<file path="config.mk">
export PLATFORM = sky130hd
export DESIGN_NAME = pipe_stage_reg_flat
export DESIGN_NICKNAME = d
export VERILOG_FILES = /design/src/rtl/pipe_pkg.sv /design/src/rtl/pipe_stage_reg_if.sv /design/src/rtl/pipe_skid_slot.sv /design/src/rtl/pipe_stage_reg.sv /design/src/flat_wrapper.sv
export SDC_FILE = /design/constraint.sdc
export NUM_CORES = 1
export LEC_CHECK = 0
export CAP_MARGIN = 5
export CELL_PAD_IN_SITES_DETAIL_PLACEMENT = 0
export CELL_PAD_IN_SITES_GLOBAL_PLACEMENT = 1
export CORE_MARGIN = 4
export CORE_UTILIZATION = 40
export CTS_CLUSTER_SIZE = 30
export DETAILED_ROUTE_END_ITERATION = 8
export HOLD_SLACK_MARGIN = 0.12
export MAX_ROUTING_LAYER = met4
export PLACE_DENSITY_LB_ADDON = 0.1
export REMOVE_ABC_BUFFERS = 1
export SLEW_MARGIN = 5
export SYNTH_ARGS = -nofsm -noshare
export SYNTH_HDL_FRONTEND = slang
export SYNTH_HIERARCHICAL = 1
export SYNTH_SLANG_ARGS = --single-unit
</file>
<file path="constraint.sdc">
create_clock -name clock -period 2.1 [get_ports clock]
set_input_delay 0.21 -clock clock [delete_from_list [all_inputs] [get_ports clock]]
set_output_delay 0.21 -clock clock [all_outputs]
set_load 0.02 [all_outputs]
</file>
<file path="src/rtl/pipe_pkg.sv">
// Shared pipeline definitions: control-bundle bit positions, default bundle widths,
// the all-zero control nop, and the occupancy states of an elastic stage register.
package pipe_pkg;

    localparam int PIPE_CTRL_W  = 8;
    localparam int PIPE_DATA_W  = 138;
    localparam int PIPE_COUNT_W = 32;

    localparam int CTRL_REG_DEST   = 0;
    localparam int CTRL_ALU_OP     = 1;
    localparam int CTRL_ALU_SRC    = 2;
    localparam int CTRL_BRANCH     = 3;
    localparam int CTRL_MEM_READ   = 4;
    localparam int CTRL_MEM_WRITE  = 5;
    localparam int CTRL_MEM_TO_REG = 6;
    localparam int CTRL_REG_WRITE  = 7;

    // A bubble carries this, so no write, branch or memory access fires downstream.
    localparam logic [PIPE_CTRL_W-1:0] CTRL_NOP = '0;

    typedef enum logic [1:0] {
        ST_EMPTY = 2'd0,
        ST_HALF  = 2'd1,
        ST_FULL  = 2'd2
    } pipe_state_e;

    // Entries destroyed by a flush; an entry consumed downstream in the same cycle is not lost.
    function automatic logic [1:0] flush_kill(input logic main_v, input logic skid_v,
                                              input logic out_fire);
        return {1'b0, main_v} + {1'b0, skid_v} - {1'b0, out_fire};
    endfunction

endpackage

</file>
<file path="src/rtl/pipe_stage_reg_if.sv">
// Stage-boundary handshake bundle. The upstream side uses in_*, the downstream side out_*;
// a transfer happens on a side in every cycle where its valid and ready are both high.
interface pipe_stage_reg_if #(
    parameter int CTRL_W = pipe_pkg::PIPE_CTRL_W,
    parameter int DATA_W = pipe_pkg::PIPE_DATA_W
);
    logic              in_valid;
    logic              in_ready;
    logic [CTRL_W-1:0] ctrl_in;
    logic [DATA_W-1:0] data_in;
    logic              out_valid;
    logic              out_ready;
    logic [CTRL_W-1:0] ctrl_out;
    logic [DATA_W-1:0] data_out;

    modport slave (
        input  in_valid, ctrl_in, data_in, out_ready,
        output in_ready, out_valid, ctrl_out, data_out
    );

    modport master (
        output in_valid, ctrl_in, data_in, out_ready,
        input  in_ready, out_valid, ctrl_out, data_out
    );
endinterface

</file>
<file path="src/rtl/pipe_skid_slot.sv">
// One storage entry of the stage: a WIDTH-bit register with a valid bit.
// Clearing drops only the valid bit, so the payload keeps its last value.
module pipe_skid_slot #(
    parameter int WIDTH = 146
) (
    input  logic             clock,
    input  logic             reset,
    input  logic             i_load,
    input  logic             i_clear,
    input  logic [WIDTH-1:0] i_d,
    output logic             o_valid,
    output logic [WIDTH-1:0] o_q
);
    logic             r_valid;
    logic [WIDTH-1:0] r_q;

    always_ff @(posedge clock) begin
        if (reset) begin
            r_valid <= 1'b0;
            r_q     <= '0;
        end else if (i_clear) begin
            r_valid <= 1'b0;
        end else if (i_load) begin
            r_valid <= 1'b1;
            r_q     <= i_d;
        end
    end

    assign o_valid = r_valid;
    assign o_q     = r_q;
endmodule

</file>
<file path="src/rtl/pipe_stage_reg.sv">
// Elastic pipeline register with a main entry and a skid entry, registered in_ready,
// flush, and bubble masking of ctrl_out. PIPE_STAGE_PERF_EN adds stall/flush counters.
module pipe_stage_reg
    import pipe_pkg::*;
#(
    parameter int CTRL_W  = PIPE_CTRL_W,
    parameter int DATA_W  = PIPE_DATA_W
`ifdef PIPE_STAGE_PERF_EN
    ,
    parameter int COUNT_W = PIPE_COUNT_W
`endif
) (
    input  logic                clock,
    input  logic                reset,
    input  logic                flush,
    pipe_stage_reg_if.slave     bus,
    output pipe_state_e         dbg_state
`ifdef PIPE_STAGE_PERF_EN
    ,
    output logic [COUNT_W-1:0]  stall_cnt,
    output logic [COUNT_W-1:0]  flush_cnt
`endif
);
    localparam int W = CTRL_W + DATA_W;

    pipe_state_e r_state, w_next;
    logic        r_in_ready;
    logic        w_in_fire, w_out_fire;
    logic        w_main_load, w_main_clear, w_skid_load, w_skid_clear;
    logic        w_main_valid, w_skid_valid;
    logic [W-1:0] w_in_bus, w_main_d, w_main_q, w_skid_q;

    assign w_in_bus   = {bus.ctrl_in, bus.data_in};
    assign w_in_fire  = bus.in_valid & r_in_ready;
    assign w_out_fire = w_main_valid & bus.out_ready;

    always_ff @(posedge clock) begin
        if (reset) begin
            r_state    <= ST_EMPTY;
            r_in_ready <= 1'b1;
        end else begin
            r_state    <= w_next;
            r_in_ready <= (w_next != ST_FULL);
        end
    end

    always_comb begin
        w_next       = r_state;
        w_main_load  = 1'b0;
        w_main_clear = 1'b0;
        w_skid_load  = 1'b0;
        w_skid_clear = 1'b0;
        w_main_d     = w_in_bus;
        if (flush) begin
            // A same-cycle upstream handshake completes but is simply not stored.
            w_next       = ST_EMPTY;
            w_main_clear = 1'b1;
            w_skid_clear = w_skid_valid;
        end else begin
            case (r_state)
                ST_EMPTY: begin
                    if (w_in_fire) begin
                        w_main_load = 1'b1;
                        w_next      = ST_HALF;
                    end
                end
                ST_HALF: begin
                    if (w_in_fire && w_out_fire) begin
                        w_main_load = 1'b1;
                    end else if (w_in_fire) begin
                        w_skid_load = 1'b1;
                        w_next      = ST_FULL;
                    end else if (w_out_fire) begin
                        w_main_clear = 1'b1;
                        w_next       = ST_EMPTY;
                    end
                end
                ST_FULL: begin
                    if (w_out_fire) begin
                        w_main_d     = w_skid_q;
                        w_main_load  = 1'b1;
                        w_skid_clear = 1'b1;
                        w_next       = ST_HALF;
                    end
                end
                default: w_next = ST_EMPTY;
            endcase
        end
    end

    pipe_skid_slot #(.WIDTH(W)) u_main (
        .clock   (clock),
        .reset   (reset),
        .i_load  (w_main_load),
        .i_clear (w_main_clear),
        .i_d     (w_main_d),
        .o_valid (w_main_valid),
        .o_q     (w_main_q)
    );

    pipe_skid_slot #(.WIDTH(W)) u_skid (
        .clock   (clock),
        .reset   (reset),
        .i_load  (w_skid_load),
        .i_clear (w_skid_clear),
        .i_d     (w_in_bus),
        .o_valid (w_skid_valid),
        .o_q     (w_skid_q)
    );

    assign bus.in_ready  = r_in_ready;
    assign bus.out_valid = w_main_valid;
    assign bus.ctrl_out  = w_main_valid ? w_main_q[W-1:DATA_W] : CTRL_W'(CTRL_NOP);
    assign bus.data_out  = w_main_q[DATA_W-1:0];
    assign dbg_state     = r_state;

`ifdef PIPE_STAGE_PERF_EN
    logic [COUNT_W-1:0] r_stall_cnt, r_flush_cnt;
    logic [COUNT_W:0]   w_flush_sum;
    logic [1:0]         w_killed;

    assign w_killed    = flush ? flush_kill(w_main_valid, w_skid_valid, w_out_fire) : 2'd0;
    assign w_flush_sum = {1'b0, r_flush_cnt} + (COUNT_W+1)'(w_killed);

    always_ff @(posedge clock) begin
        if (reset) begin
            r_stall_cnt <= '0;
            r_flush_cnt <= '0;
        end else begin
            if (w_main_valid && !bus.out_ready && !(&r_stall_cnt))
                r_stall_cnt <= r_stall_cnt + COUNT_W'(1);
            r_flush_cnt <= w_flush_sum[COUNT_W] ? '1 : w_flush_sum[COUNT_W-1:0];
        end
    end

    assign stall_cnt = r_stall_cnt;
    assign flush_cnt = r_flush_cnt;
`endif
endmodule

</file>
<file path="src/flat_wrapper.sv">
// flat-port wrapper written by rule: the top's interface ports become plain ports
module pipe_stage_reg_flat import pipe_pkg::*;
#(
    parameter int CTRL_W  = PIPE_CTRL_W,
    parameter int DATA_W  = PIPE_DATA_W

)
  (clock, reset, flush, dbg_state, bus_in_valid, bus_ctrl_in, bus_data_in, bus_out_ready, bus_in_ready, bus_out_valid, bus_ctrl_out, bus_data_out);
  pipe_stage_reg_if #(.CTRL_W(CTRL_W), .DATA_W(DATA_W)) bus_i ();
  input  logic clock;
  input  logic reset;
  input  logic flush;
  output pipe_state_e dbg_state;
  input wire logic [$bits(bus_i.in_valid)-1:0] bus_in_valid;
  input wire logic [$bits(bus_i.ctrl_in)-1:0] bus_ctrl_in;
  input wire logic [$bits(bus_i.data_in)-1:0] bus_data_in;
  input wire logic [$bits(bus_i.out_ready)-1:0] bus_out_ready;
  output wire logic [$bits(bus_i.in_ready)-1:0] bus_in_ready;
  output wire logic [$bits(bus_i.out_valid)-1:0] bus_out_valid;
  output wire logic [$bits(bus_i.ctrl_out)-1:0] bus_ctrl_out;
  output wire logic [$bits(bus_i.data_out)-1:0] bus_data_out;
  assign bus_i.in_valid = bus_in_valid;
  assign bus_i.ctrl_in = bus_ctrl_in;
  assign bus_i.data_in = bus_data_in;
  assign bus_i.out_ready = bus_out_ready;
  assign bus_in_ready = bus_i.in_ready;
  assign bus_out_valid = bus_i.out_valid;
  assign bus_ctrl_out = bus_i.ctrl_out;
  assign bus_data_out = bus_i.data_out;
  pipe_stage_reg #(.CTRL_W(CTRL_W), .DATA_W(DATA_W)) u_core (.clock(clock), .reset(reset), .flush(flush), .bus(bus_i), .dbg_state(dbg_state));
endmodule
</file>
==> Word-level counts from Yosys, hierarchy flattened <==
Index checks and enable logic that the tools add are counted.
{ "totals": {"register_bits": 297, "in_bits": 151, "output_inout_bits": 150, "elab_cells": 44} }
{ "op_classes": {"eq_ne": 3, "n_mux": 25, "n_bitwise": 4, "n_reduce_logical": 6} }
{ "ops": {"columns": ["op", "n"], "rows": [
  ["$mux W146", 3],
  ["$mux W1", 13],
  ["$mux W2", 6],
  ["$mux W8", 1],
  ["$pmux W2 S3", 1],
  ["$reduce_and A2 Y1", 2],
  ["$reduce_or A2 Y1", 2],
  ["$pmux W1 S3", 1],
  ["$and A1 B1 Y1", 2],
  ["$eq A2 B1 Y1 const B", 1],
  ["$eq A2 B2 Y1 const B", 1],
  ["$logic_not A2 Y1", 1],
  ["$ne A2 B2 Y1 const B", 1],
  ["$not A1 Y1", 2],
  ["$logic_and A1 B1 Y1", 1]
]} }

==> Longest topological paths before layout <==
Gate-level depths: netlist of the first run.
{ "logic_depth": {"word_depth": 8, "depth_mapped": 9, "depth_no_buf": 5} }

==> Modules after synthesis <==
Netlist of the first run, hierarchy kept.
{ "modules_own_cells": {"columns": ["module", "instances", "cells_per_inst", "area_each_um2", "seq_area_each_um2"], "rows": [
  ["pipe_skid_slot", 2, 668, 6647.6, 2942.8],
  ["pipe_stage_reg", 1, 196, 2125.8, 60.1]
]} }

==> Worst setup path before layout of the first run <==
OpenSTA, ideal clock, no wires.
{ "synth_timing": {"kind": "register -> register", "from": "register u_core.u_main.r_valid, in the netlist u_core/u_main/o_valid", "to": "register u_core.u_main.r_q[100], in the netlist u_core/u_main/o_q[100]", "setup_time_ns": 0.119, "arrival_time_ns": 1.899, "t_required_ns": 1.981, "path_slack_ns": 0.082, "stages_incl_launch_ff": 9, "path_buffers": 3, "period_less_slack_ns": 2.018, "path_cell_list": "dfxtp_1 -> clkbuf_1 -> and2_1 -> a21oi_1 -> o31ai_1 -> nor2b_2 -> buf_4 -> buf_2 -> o21ai_1"} }
{ "synth_via": {"elab_cells_between_ends": 15, "cone_classes": "mux: 11; bitwise: 2; reduce/logical: 2"} }
{ "synth_lines": {"columns": ["item", "line_no", "source"], "rows": [
  ["from (decl)", "pipe_skid_slot.sv:14", "logic r_valid;"],
  ["from (signal assigned)", "pipe_skid_slot.sv:19", "r_valid <= 1'b0;"],
  ["from (signal assigned)", "pipe_skid_slot.sv:22", "r_valid <= 1'b0;"],
  ["from (signal assigned)", "pipe_skid_slot.sv:24", "r_valid <= 1'b1;"],
  ["$and A1 B1 Y1 (*)", "pipe_stage_reg.sv:35", "assign w_out_fire = w_main_valid & bus.out_ready;"],
  ["$logic_and A1 B1 Y1", "pipe_stage_reg.sv:68", "if (w_in_fire && w_out_fire) begin"],
  ["$mux W1", "pipe_stage_reg.sv:68", null],
  ["$pmux W1 S3 (*)", "pipe_stage_reg.sv:60", "case (r_state)"],
  ["$mux W1 (*)", "pipe_stage_reg.sv:54", "if (flush) begin"],
  ["net u_core.w_main_load", "pipe_stage_reg.sv:29", "logic w_main_load, w_main_clear, w_skid_load, w_skid_clear;"],
  ["$reduce_and A2 Y1 (no line) (*)", null, null],
  ["to (signal assigned)", "pipe_skid_slot.sv:25", "r_q <= i_d;"],
  ["to (decl)", "pipe_skid_slot.sv:15", "logic [WIDTH-1:0] r_q;"]
]} }
Mark *: on every way through the listed nets, which the timed path passes. The rest lies on a longest branch.
A chain may end at the register's enable or synchronous reset.

==> Worst setup path after layout of the first run <==
{ "layout_timing": {"from": "register u_core.u_main.r_valid, in the netlist u_core/u_main/o_valid", "to": "output port bus_out_valid"} }
{ "layout_lines": {"columns": ["item", "line_no", "source"], "rows": [
  ["to (decl)", "flat_wrapper.sv:19", "output wire logic [$bits(bus_i.out_valid)-1:0] bus_out_valid;"]
]} }
No word-level cell between the ends.

==> metrics.md, run 1 <==
| Metric | Value |
|---|---|
| Die ar. | `41800 sq um` |
| Biggest fanout along the worst timing path | `8` |
| Layout overhead on the synthesized area | `33.0%` |
| Overall die height | `204 microns` |
| CP peak stage delay | `610 ps` |
| RSZ-0062 raised after global routing | `no` |
| Global placement routability congestion | `0.765` |
| Final-report setup violation count | `0` |
| Max Clk Rate | `512 MHz` |
| TritonCTS clock tree | `built` |
| Worst hold slack | `287 ps` |
| Layout cells sized above 1 | `0.0896` |
| Biggest area contributors in the synthesized netlist | `dfxtp_1 39%, nand4bb_1 21%, nand2b_1 12%` |
| Kind of launch point of the worst setup path | `flop` |
| FF-to-FF setup slack | `180 ps` |
| Fillcell total | `3432` |
| Horizontal extent of the die | `204 microns` |
| Number of clock sinks seen by CTS | `297` |
| Synth cell types | `29` |
| Final net count | `1935` |
| FP Rows | `71` |
| Arrival @ worst endpoint | `1740 ps` |
| Floorplan core area | `37800 sq um` |
| Number of enable-type register cells in the synthesized netlist | `0` |
| Mean post-synth cell area | `10.1 sq um` |
| Prevailing post-synth register cell | `dfxtp_1` |
| Slew @ Worst Pin | `793 ps` |
| Power per cell area | `661 nW/um^2` |
| Initial core utilization | `0.407` |
| Maximum number of pins on one net before global-route repair | `150` |
| Clock latency of the later-clocked register in the worst-skew pair | `530 ps` |
| First-pass GRT wire length | `71.5 mm` |
| Clock-pin slew reported for the worst setup and hold paths after clock tree synthesis | `60 ps` |
| Number of warnings reported in the yosys synthesis log | `6` |
| Final TNS setup | `0 ps` |
| Count of cells along the worst register-to-register path | `7` |
| Headroom to the max-slew limit | `0.471` |
| Overall fraction of global-route tracks in use | `0.216` |
| Count of endpoints failing hold in the final timing report | `0` |
| Library cell contributing the largest single delay on the critical path | `clkdlybuf4s50_1` |
| DR pass1 iterations | `5` |
| H-Tree Level Count | `2` |
| Destination of the worst register-to-register timing path | `u_core/u_main/o_q[6]$_SDFFE_PP0P_` |
| Vias per cell | `5.35` |
| Result of the run | `finished clean` |
| Startpoint of the most critical register-to-register path | `u_core/dbg_state[1]$_SDFF_PP0_` |
| MaxCap Viol Count | `0` |
| Number of instances in the synthesized netlist | `1532` |
| Routed wirelength normalized by instance count | `19.4 microns` |
| Post-synthesis cell area | `15400 sq um` |
| Shortest period the worst path allows | `1950 ps` |
| Pwr Total | `13500 uW` |
| Detailed Route Iter0 Violations | `729` |
| Path category of the worst min-delay check | `in2reg` |
| Origin of the worst setup path | `u_core/u_main/o_valid$_SDFFE_PP0P_` |
| Final HPWL from detailed placement | `28.6 mm` |
| Asr flop ratio synth | `0` |
| Aggregate routed wire length | `45.1 mm` |
| Post-route ant nets | `0` |
| Number of primary I/O pins | `301` |
| Leading post-synthesis cells by instance count | `297 x dfxtp_1, 293 x o21ai_1, 292 x nand2b_1, 292 x nand4bb_1, 136 x mux2_1` |
| Clock Root Buffer | `clkbuf_16` |
| Maximum count of clock buffers along a single path | `3` |
| Pleak | `0.00682 uW` |
| Number of max-slew violations in the final report | `0` |
| WP data required | `1890 ps` |
| Remaining Overflow, GRT | `0` |
| Port Buffer Count | `300` |
| Total vias in the final route | `12400` |
| Path type of the worst setup path | `reg2out` |
| Clock buffers created by TritonCTS | `36` |
| Most common cell in the synthesized netlist | `dfxtp_1` |
| Yosys top cell area share | `0.386` |
| Sequential-to-total area share from yosys stat | `0.386` |
| Via count of the first global-routing pass | `12500` |
| Number of remaining DRC errors | `0` |
| Hold-critical path depth | `3` |
| Crit path cell chain | `buf_4, clkdlybuf4s50_1` |
| Number of flip-flops and latches in the synthesized netlist | `297` |
| Cell taking the most area after synthesis | `dfxtp_1` |
| Period utilisation layout | `0.930` |
| Capture endpoint of the worst hold path | `u_core/u_skid/o_q[118]$_SDFFE_PP0P_` |
| Worst hold path startpoint | `bus_data_in[118]` |
| Maximum resistive drop on vdd | `0.553 mV` |
| Element type at the critical path end | `primary output` |
| Antenna violations before repair | `4` |
| Worst Skew | `8.36 ps` |
==> cell families (layout without fill, tap and decap cells) <==
logic type | count (synthesis) | count (layout) | share of synthesized area
and+or+nand+nor | 610 | 610 | 0.342
AOI/OAI and AO/OA | 300 | 300 | 0.0988
DFF | 297 | 297 | 0.386
buffers and inverters | 179 | 455 | 0.0665
muxes | 146 | 146 | 0.107
other | 0 | 4 | 0
==> critical path, delay by kind of cell, from the launching register on <==
kind / cells / cell delay [ps]
flops: 1 / 420
buf+inv: 2 / 800
==> cell usage in the layout (no fill, tap or decap), drive strengths merged, types with 2 or more instances in the layout <==
master         netlist  routed
clkinv               0       2
nand4b               2       2
and2                 9       9
dfxtp              297     297
dlygate4sd2          0       5
clkbuf              35      59
mux2               146     146
diode                0       4
nand2                4       4
clkdlybuf4s50        0     293
buf                143      93
nor2                 4       4
nand4bb            292     292
nand2b             292     292
nor2b                2       2
nor3                 3       3
o21ai              293     293
==> what timing repair did <==
| item | in CTS | in global routing |
|---|---|---|
| gates resized for setup | 5 | 1 |
| endpoints found under the setup margin | 5 | 1 |
| hold buffers | 0 | 0 |
| setup buffers | 0 | 0 |
==> where the power goes <==
group          internal, uW  switching, uW
registers              5780           87.2
clock network          3620           2420
logic                   912            735
total                 10300           3250
==> state kept, by name (all words and copies together), names as in the netlist <==
name and flops:
u_core/u_skid/o_valid 1, u_core/u_skid/o_q 146, u_core/u_main/o_valid 1, u_core/bus.in_ready 1
u_core/dbg_state 2, u_core/u_main/o_q 146
==> through the flow <==
| step | instances | worst slack [ps] | utilization | area (sq um) |
|---|---|---|---|---|
| after floorplan | 1354 | -10300 | - | 14400 |
| after global placement | 2257 | -57.4 | 0.512 | 19400 |
| after detailed placement | 2257 | -67.5 | 0.512 | 19400 |
| after CTS | 2319 | 8.62 | 0.542 | 20500 |
| after global routing | 2323 | 71.0 | 0.542 | 20500 |
| final | 2323 | 146 | 0.542 | 20500 |
==> layer usage <==
metal	wire length, microns	GRT usage
met3	1910	0.0346
met2	20800	0.327
met4	685	0.0577
met5	0	-
met1	21700	0.301
==> cell type report <==
class | count | area [sq um] | area share
antenna | 4 | 10.0 | 0.000488
clock buffer | 59 | 1120 | 0.0545
clock inverter | 3 | 17.5 | 0.000854
inverter | 1 | 3.75 | 0.000183
multi-input combinational | 1056 | 8490 | 0.414
sequential | 297 | 5950 | 0.290
tap | 511 | 639 | 0.0312
timing repair buffer | 392 | 4280 | 0.209
==> worst max path at each step <==
| stage | end | slack [ps] | cells past startpoint |
|---|---|---|---|
| after CTS | bus_ctrl_out[3] | 9 | 3 |
| final | bus_out_valid | 150 | 2 |
| after detailed placement | u_core/u_main/o_q[3]$_SDFFE_PP0P_ | -70 | 8 |
| after global routing | u_core/u_skid/o_q[113]$_SDFFE_PP0P_ | 70 | 6 |
| after floorplan | u_core/u_main/o_q[0]$_SDFFE_PP0P_ | -10300 | 5 |
| after global placement | u_core/u_skid/o_q[49]$_SDFFE_PP0P_ | -60 | 8 |
No activity file was read; power rests on OpenSTA's default activity.
==> run 2: changes to the inputs <==
Settings changed: CELL_PAD_IN_SITES_DETAIL_PLACEMENT 0 to not set, CELL_PAD_IN_SITES_GLOBAL_PLACEMENT 1 to not set, CORE_UTILIZATION 40 to 50, PLACE_DENSITY set to 0.78, PLACE_DENSITY_LB_ADDON 0.1 to not set.
Clock period 2.1 ns to 2 ns, I/O delays scaled along.
==> run 2 against run 1 <==
First-iteration DRC count rose by 15%. Die area shrank 19%. Sequential share of layout area increased by 0.33 points. Critical endpoint is now bus_ctrl_out[7]. Hold slack improved by 21 ps.
==> metrics.md, run 2 (synthesized netlist as in run 1, its figures left out) <==
| Metric | Value |
|---|---|
| Result of the run | `finished clean` |
| Post-CTS Hold Buffers | `0` |
| Clock latency of the later-clocked register in the worst-skew pair | `500 ps` |
| Path type of the worst setup path | `reg2out` |
| Final-report setup violation count | `0` |
| Port Buffer Count | `300` |
| Smallest setup slack after layout | `69.7 ps` |
| RSZ-0062 raised after global routing | `no` |
| Overall fraction of global-route tracks in use | `0.245` |
| Commonest non-fill, non-tap cells in the layout | `297 x dfxtp_1, 293 x o21ai_1, 292 x clkdlybuf4s50_1, 292 x nand2b_1, 292 x nand4bb_1` |
| Post_cts resized | `7` |
| Number of primary I/O pins | `301` |
| First-pass GRT wire length | `67.4 mm` |
| Clock Root Buffer | `clkbuf_16` |
| Via count of the first global-routing pass | `12700` |
| Max Clk Rate | `518 MHz` |
| Fillcell total | `2357` |
| Headroom to the max-slew limit | `0.575` |
| TritonCTS clock tree | `built` |
| Shortest period the worst path allows | `1930 ps` |
| Floorplan core area | `30500 sq um` |
| Remaining Overflow, GRT | `0` |
| Area used by multi-input combinational logic | `8490 sq um` |
| Element type at the critical path end | `primary output` |
| Maximum count of clock buffers along a single path | `3` |
| FF-to-FF setup slack | `90 ps` |
| Place WS | `-120 ps` |
| Number of max-slew violations in the final report | `0` |
| Number of remaining DRC errors | `0` |
| Arrival @ worst endpoint | `1730 ps` |
| Count of endpoints failing hold in the final timing report | `0` |
| Post-route ant nets | `0` |
| Path category of the worst min-delay check | `in2reg` |
| Layout overhead on the synthesized area | `31.5%` |
| Number of clock sinks seen by CTS | `297` |
| MaxCap Viol Count | `0` |
| Clock buffers created by TritonCTS | `34` |
| Die ar. | `33700 sq um` |
| Power per cell area | `714 nW/um^2` |
| WP data required | `1800 ps` |
| Initial core utilization | `0.505` |
| Slew @ Worst Pin | `637 ps` |
| Final net count | `1929` |
| Ant diodes | `0` |
| Detailed Route Iter0 Violations | `841` |
| Clock-pin slew reported for the worst setup and hold paths after clock tree synthesis | `60 ps` |
| Vias per cell | `5.76` |
| Most common cell after layout, fill and taps aside | `dfxtp_1` |
| Biggest fanout along the worst timing path | `6` |
| Horizontal extent of the die | `184 microns` |
| Antenna violations before repair | `0` |
| DR pass1 iterations | `5` |
| Global placement routability congestion | `0.788` |
| Pleak | `0.00681 uW` |
| Period utilisation layout | `0.965` |
| H-Tree Level Count | `2` |
| Placed Instance Area | `19100 sq um` |
| Final TNS setup | `0 ps` |
| Post-CTS setup buffer count | `0` |
| Maximum number of pins on one net before global-route repair | `118` |
| Aggregate routed wire length | `42.3 mm` |
| Post-route core utilization | `0.665` |
| FP Rows | `64` |
| Routed wirelength normalized by instance count | `19.3 microns` |
| Layout cells sized above 1 | `0.0899` |
| Total vias in the final route | `12700` |
| Maximum resistive drop on vdd | `0.586 mV` |
| Kind of launch point of the worst setup path | `flop` |
| Post-route design area | `20300 sq um` |
| Overall die height | `184 microns` |
| Final HPWL from detailed placement | `26.4 mm` |
| Worst Skew | `7.89 ps` |
| FF/Latch Area | `5950 sq um` |
run 2: cell types whose count changed in the layout (fill, tap and decap cells not counted), sizes merged:
cell,previous run,this run
clkbuf,59,53
buf,93,89
diode,4,0
bufinv,0,3
clkinv,2,4
dlygate4sd2,5,7
clkdlybuf4s50,293,292
clkinvlp,1,0
dlymetal6s2s,1,0
run 2: metrics by stage:
step	std cells	power [uW]	hold slack, ps
3_5_place_dp	2138	7980	450
4_1_cts	2198	14600	283
3_3_place_gp	2138	7950	447
6_report	2198	14500	308
2_1_floorplan	1354	6980	272
5_1_grt	2198	15000	305
run 2: routing by layer:
metal,up-vias,share of wire,track usage
met1,6133,0.46,0.335
met4,0,0.022,0.0676
li1,6035,-,-
met5,-,0,-
met3,72,0.057,0.0366
met2,421,0.46,0.381
run 2: cell type report:
class,instances,share of cell area
inverter,1,0.000185
clock inverter,7,0.00543
timing repair buffer,388,0.204
tap,396,0.0244
sequential,297,0.293
clock buffer,53,0.0540
multi-input combinational,1056,0.419
run 2: worst max-delay path, stage by stage (launching register included):
cell and delay [ps]:
dfxtp_1 440, and2_1 180, clkdlybuf4s50_1 610
run 2: worst paths after layout:
kind                                       from  depth (start not counted)                             endpoint
max          u_core/u_main/o_valid$_SDFFE_PP0P_                          2                      bus_ctrl_out[7]
max reg2reg      u_core/dbg_state[1]$_SDFF_PP0_                          7  u_core/u_main/o_q[130]$_SDFFE_PP0P_
min reg2reg  u_core/u_skid/o_q[10]$_SDFFE_PP0P_                          2   u_core/u_skid/o_q[10]$_SDFFE_PP0P_
min                             bus_data_in[32]                          3   u_core/u_skid/o_q[32]$_SDFFE_PP0P_
run 2: power breakdown:
part	switching, uW	internal (uW)	total [uW]
Sequential	89.9	6060	6150
Clock	2470	4150	6620
Combinational	771	943	1710
Total	3330	11200	14500
==> run 3: changes to the inputs <==
Settings changed: CORE_UTILIZATION 50 to 30, PLACE_DENSITY 0.78 to not set.
==> run 3 against run 2 <==
Clock skew increased by 2.2 ps. Sequential power about the same. Register-to-register slack improved by 30 ps. Final cell count increased by 14%. Hold slack got worse by 28 ps. Final area increased by 2.6%. Critical path depth unchanged. Combinational power about the same. Critical endpoint is now bus_out_valid.
==> metrics.md, run 3 (synthesized netlist as in run 1, its figures left out) <==
| Metric | Value |
|---|---|
| Post-route ant nets | `0` |
| Global placement routability congestion | `0.776` |
| Number of max-slew violations in the final report | `0` |
| Horizontal extent of the die | `235 microns` |
| Kind of launch point of the worst setup path | `flop` |
| CP peak stage delay | `610 ps` |
| Shortest period the worst path allows | `1880 ps` |
| Pwr Total | `14500 uW` |
| Path type of the worst setup path | `reg2out` |
| Number of primary I/O pins | `301` |
| Result of the run | `finished clean` |
| Overall die height | `235 microns` |
| Slew @ Worst Pin | `724 ps` |
| Final net count | `1961` |
| Most common cell after layout, fill and taps aside | `dfxtp_1` |
| Layout cells sized above 1 | `0.104` |
| Library cell contributing the largest single delay on the critical path | `clkdlybuf4s50_1` |
| Clock latency of the later-clocked register in the worst-skew pair | `530 ps` |
| Floorplan core area | `50500 sq um` |
| H-Tree Level Count | `2` |
| MaxCap Viol Count | `0` |
| Final-report setup violation count | `0` |
| Arrival @ worst endpoint | `1680 ps` |
| Initial core utilization | `0.305` |
| Antenna violations before repair | `0` |
| Worst Skew | `10.1 ps` |
| Path category of the worst min-delay check | `in2reg` |
| Max Clk Rate | `533 MHz` |
| TritonCTS clock tree | `built` |
| Die ar. | `55100 sq um` |
| Total vias in the final route | `12600` |
| Power per cell area | `694 nW/um^2` |
| Element type at the critical path end | `primary output` |
| Via count of the first global-routing pass | `12700` |
| Number of cells in the design after placement | `2444` |
| DR pass1 iterations | `4` |
| Clock Root Buffer | `clkbuf_16` |
| Vias per cell | `5.02` |
| Clock-pin slew reported for the worst setup and hold paths after clock tree synthesis | `50 ps` |
| Port Buffer Count | `300` |
| Final TNS setup | `0 ps` |
| Final instance count without filler cells | `2507` |
| Count of endpoints failing hold in the final timing report | `0` |
| Layout overhead on the synthesized area | `34.9%` |
| Fillcell total | `4935` |
| Post-CTS Hold Buffers | `0` |
| Clock buffers created by TritonCTS | `36` |
| FF-to-FF setup slack | `120 ps` |
| Crit path cell chain | `buf_4, clkdlybuf4s50_1` |
| Overall fraction of global-route tracks in use | `0.163` |
| Maximum number of pins on one net before global-route repair | `126` |
| Maximum resistive drop on vdd | `0.500 mV` |
| Pleak | `0.00695 uW` |
| Final HPWL from detailed placement | `30.4 mm` |
| RSZ-0062 raised after global routing | `no` |
| Headroom to the max-slew limit | `0.517` |
| Maximum count of clock buffers along a single path | `3` |
| Period utilisation layout | `0.938` |
| FP Rows | `82` |
| WP data required | `1800 ps` |
| Aggregate routed wire length | `46.0 mm` |
| Number of buffer and inverter instances along the worst setup path | `2` |
| Commonest non-fill, non-tap cells in the layout | `297 x dfxtp_1, 293 x o21ai_1, 292 x nand2b_1, 292 x nand4bb_1, 291 x clkdlybuf4s50_1` |
| Biggest fanout along the worst timing path | `11` |
| Ant diodes | `0` |
| Detailed Route Iter0 Violations | `825` |
| Remaining Overflow, GRT | `0` |
| Routed wirelength normalized by instance count | `18.4 microns` |
| Number of clock sinks seen by CTS | `297` |
| First-pass GRT wire length | `73.0 mm` |
| Top Family by Delay on Critical Path | `buffers and inverters` |
| Number of remaining DRC errors | `0` |
[run 3: cell types whose count changed in the layout (fill, tap and decap cells not counted), sizes merged]
cell,change
buf,+30
clkinvlp,+1
clkbuf,-2
dlygate4sd2,+1
clkinv,+4
clkdlybuf4s50,-1
[run 3: timing repair]
action / in CTS / in global routing
resized for setup: 8 / 0
buffers inserted: 0 / 0
setup endpoints to repair: 8 / 0
[run 3: per-layer routing]
metal	vias up	GRT usage	share of wire
li1	6098	-	-
met5	-	-	0
met2	277	0.257	0.47
met4	0	0.0465	0.022
met3	58	0.0254	0.035
met1	6146	0.219	0.47
[run 3: layout make-up]
class / instances / area (sq um) / area share
Clock inverter: 12 / 138 / 0.00661
Clock buffer: 51 / 1030 / 0.0494
Inverter: 1 / 3.75 / 0.000180
Tap cell: 672 / 841 / 0.0404
Timing Repair Buffer: 418 / 4360 / 0.209
Sequential cell: 297 / 5950 / 0.286
Multi-Input combinational cell: 1056 / 8490 / 0.408
[run 3: path summary, 6_finish.rpt]
check / startpoint / end / cells past startpoint
worst min-delay path: reset / u_core/u_main/o_valid$_SDFFE_PP0P_ / 2
worst max register to register: u_core/dbg_state[1]$_SDFF_PP0_ / u_core/u_main/o_q[82]$_SDFFE_PP0P_ / 7
worst min register to register: u_core/u_skid/o_q[6]$_SDFFE_PP0P_ / u_core/u_skid/o_q[6]$_SDFFE_PP0P_ / 2
worst max-delay path: u_core/u_main/o_valid$_SDFFE_PP0P_ / bus_out_valid / 2
[run 3: stage by stage]
step	util	hold slack [ps]	setup WS (ps)	cell area [sq um]
3_3_place_gp	0.389	448	-151	19700
2_1_floorplan	-	272	-10400	14400
4_1_cts	0.412	234	80.7	20800
3_5_place_dp	0.389	453	-168	19700
6_report	0.412	280	124	20800
5_1_grt	0.412	271	18.6	20800
[run 3: where the power goes]
| part | leakage [uW] | switching (uW) | total, uW | internal (uW) |
|---|---|---|---|---|
| combinational | 0.00397 | 784 | 1730 | 946 |
| clock | 0.000576 | 2610 | 6570 | 3960 |
| sequential | 0.00240 | 89.8 | 6150 | 6060 |
| total | 0.00695 | 3480 | 14500 | 11000 |
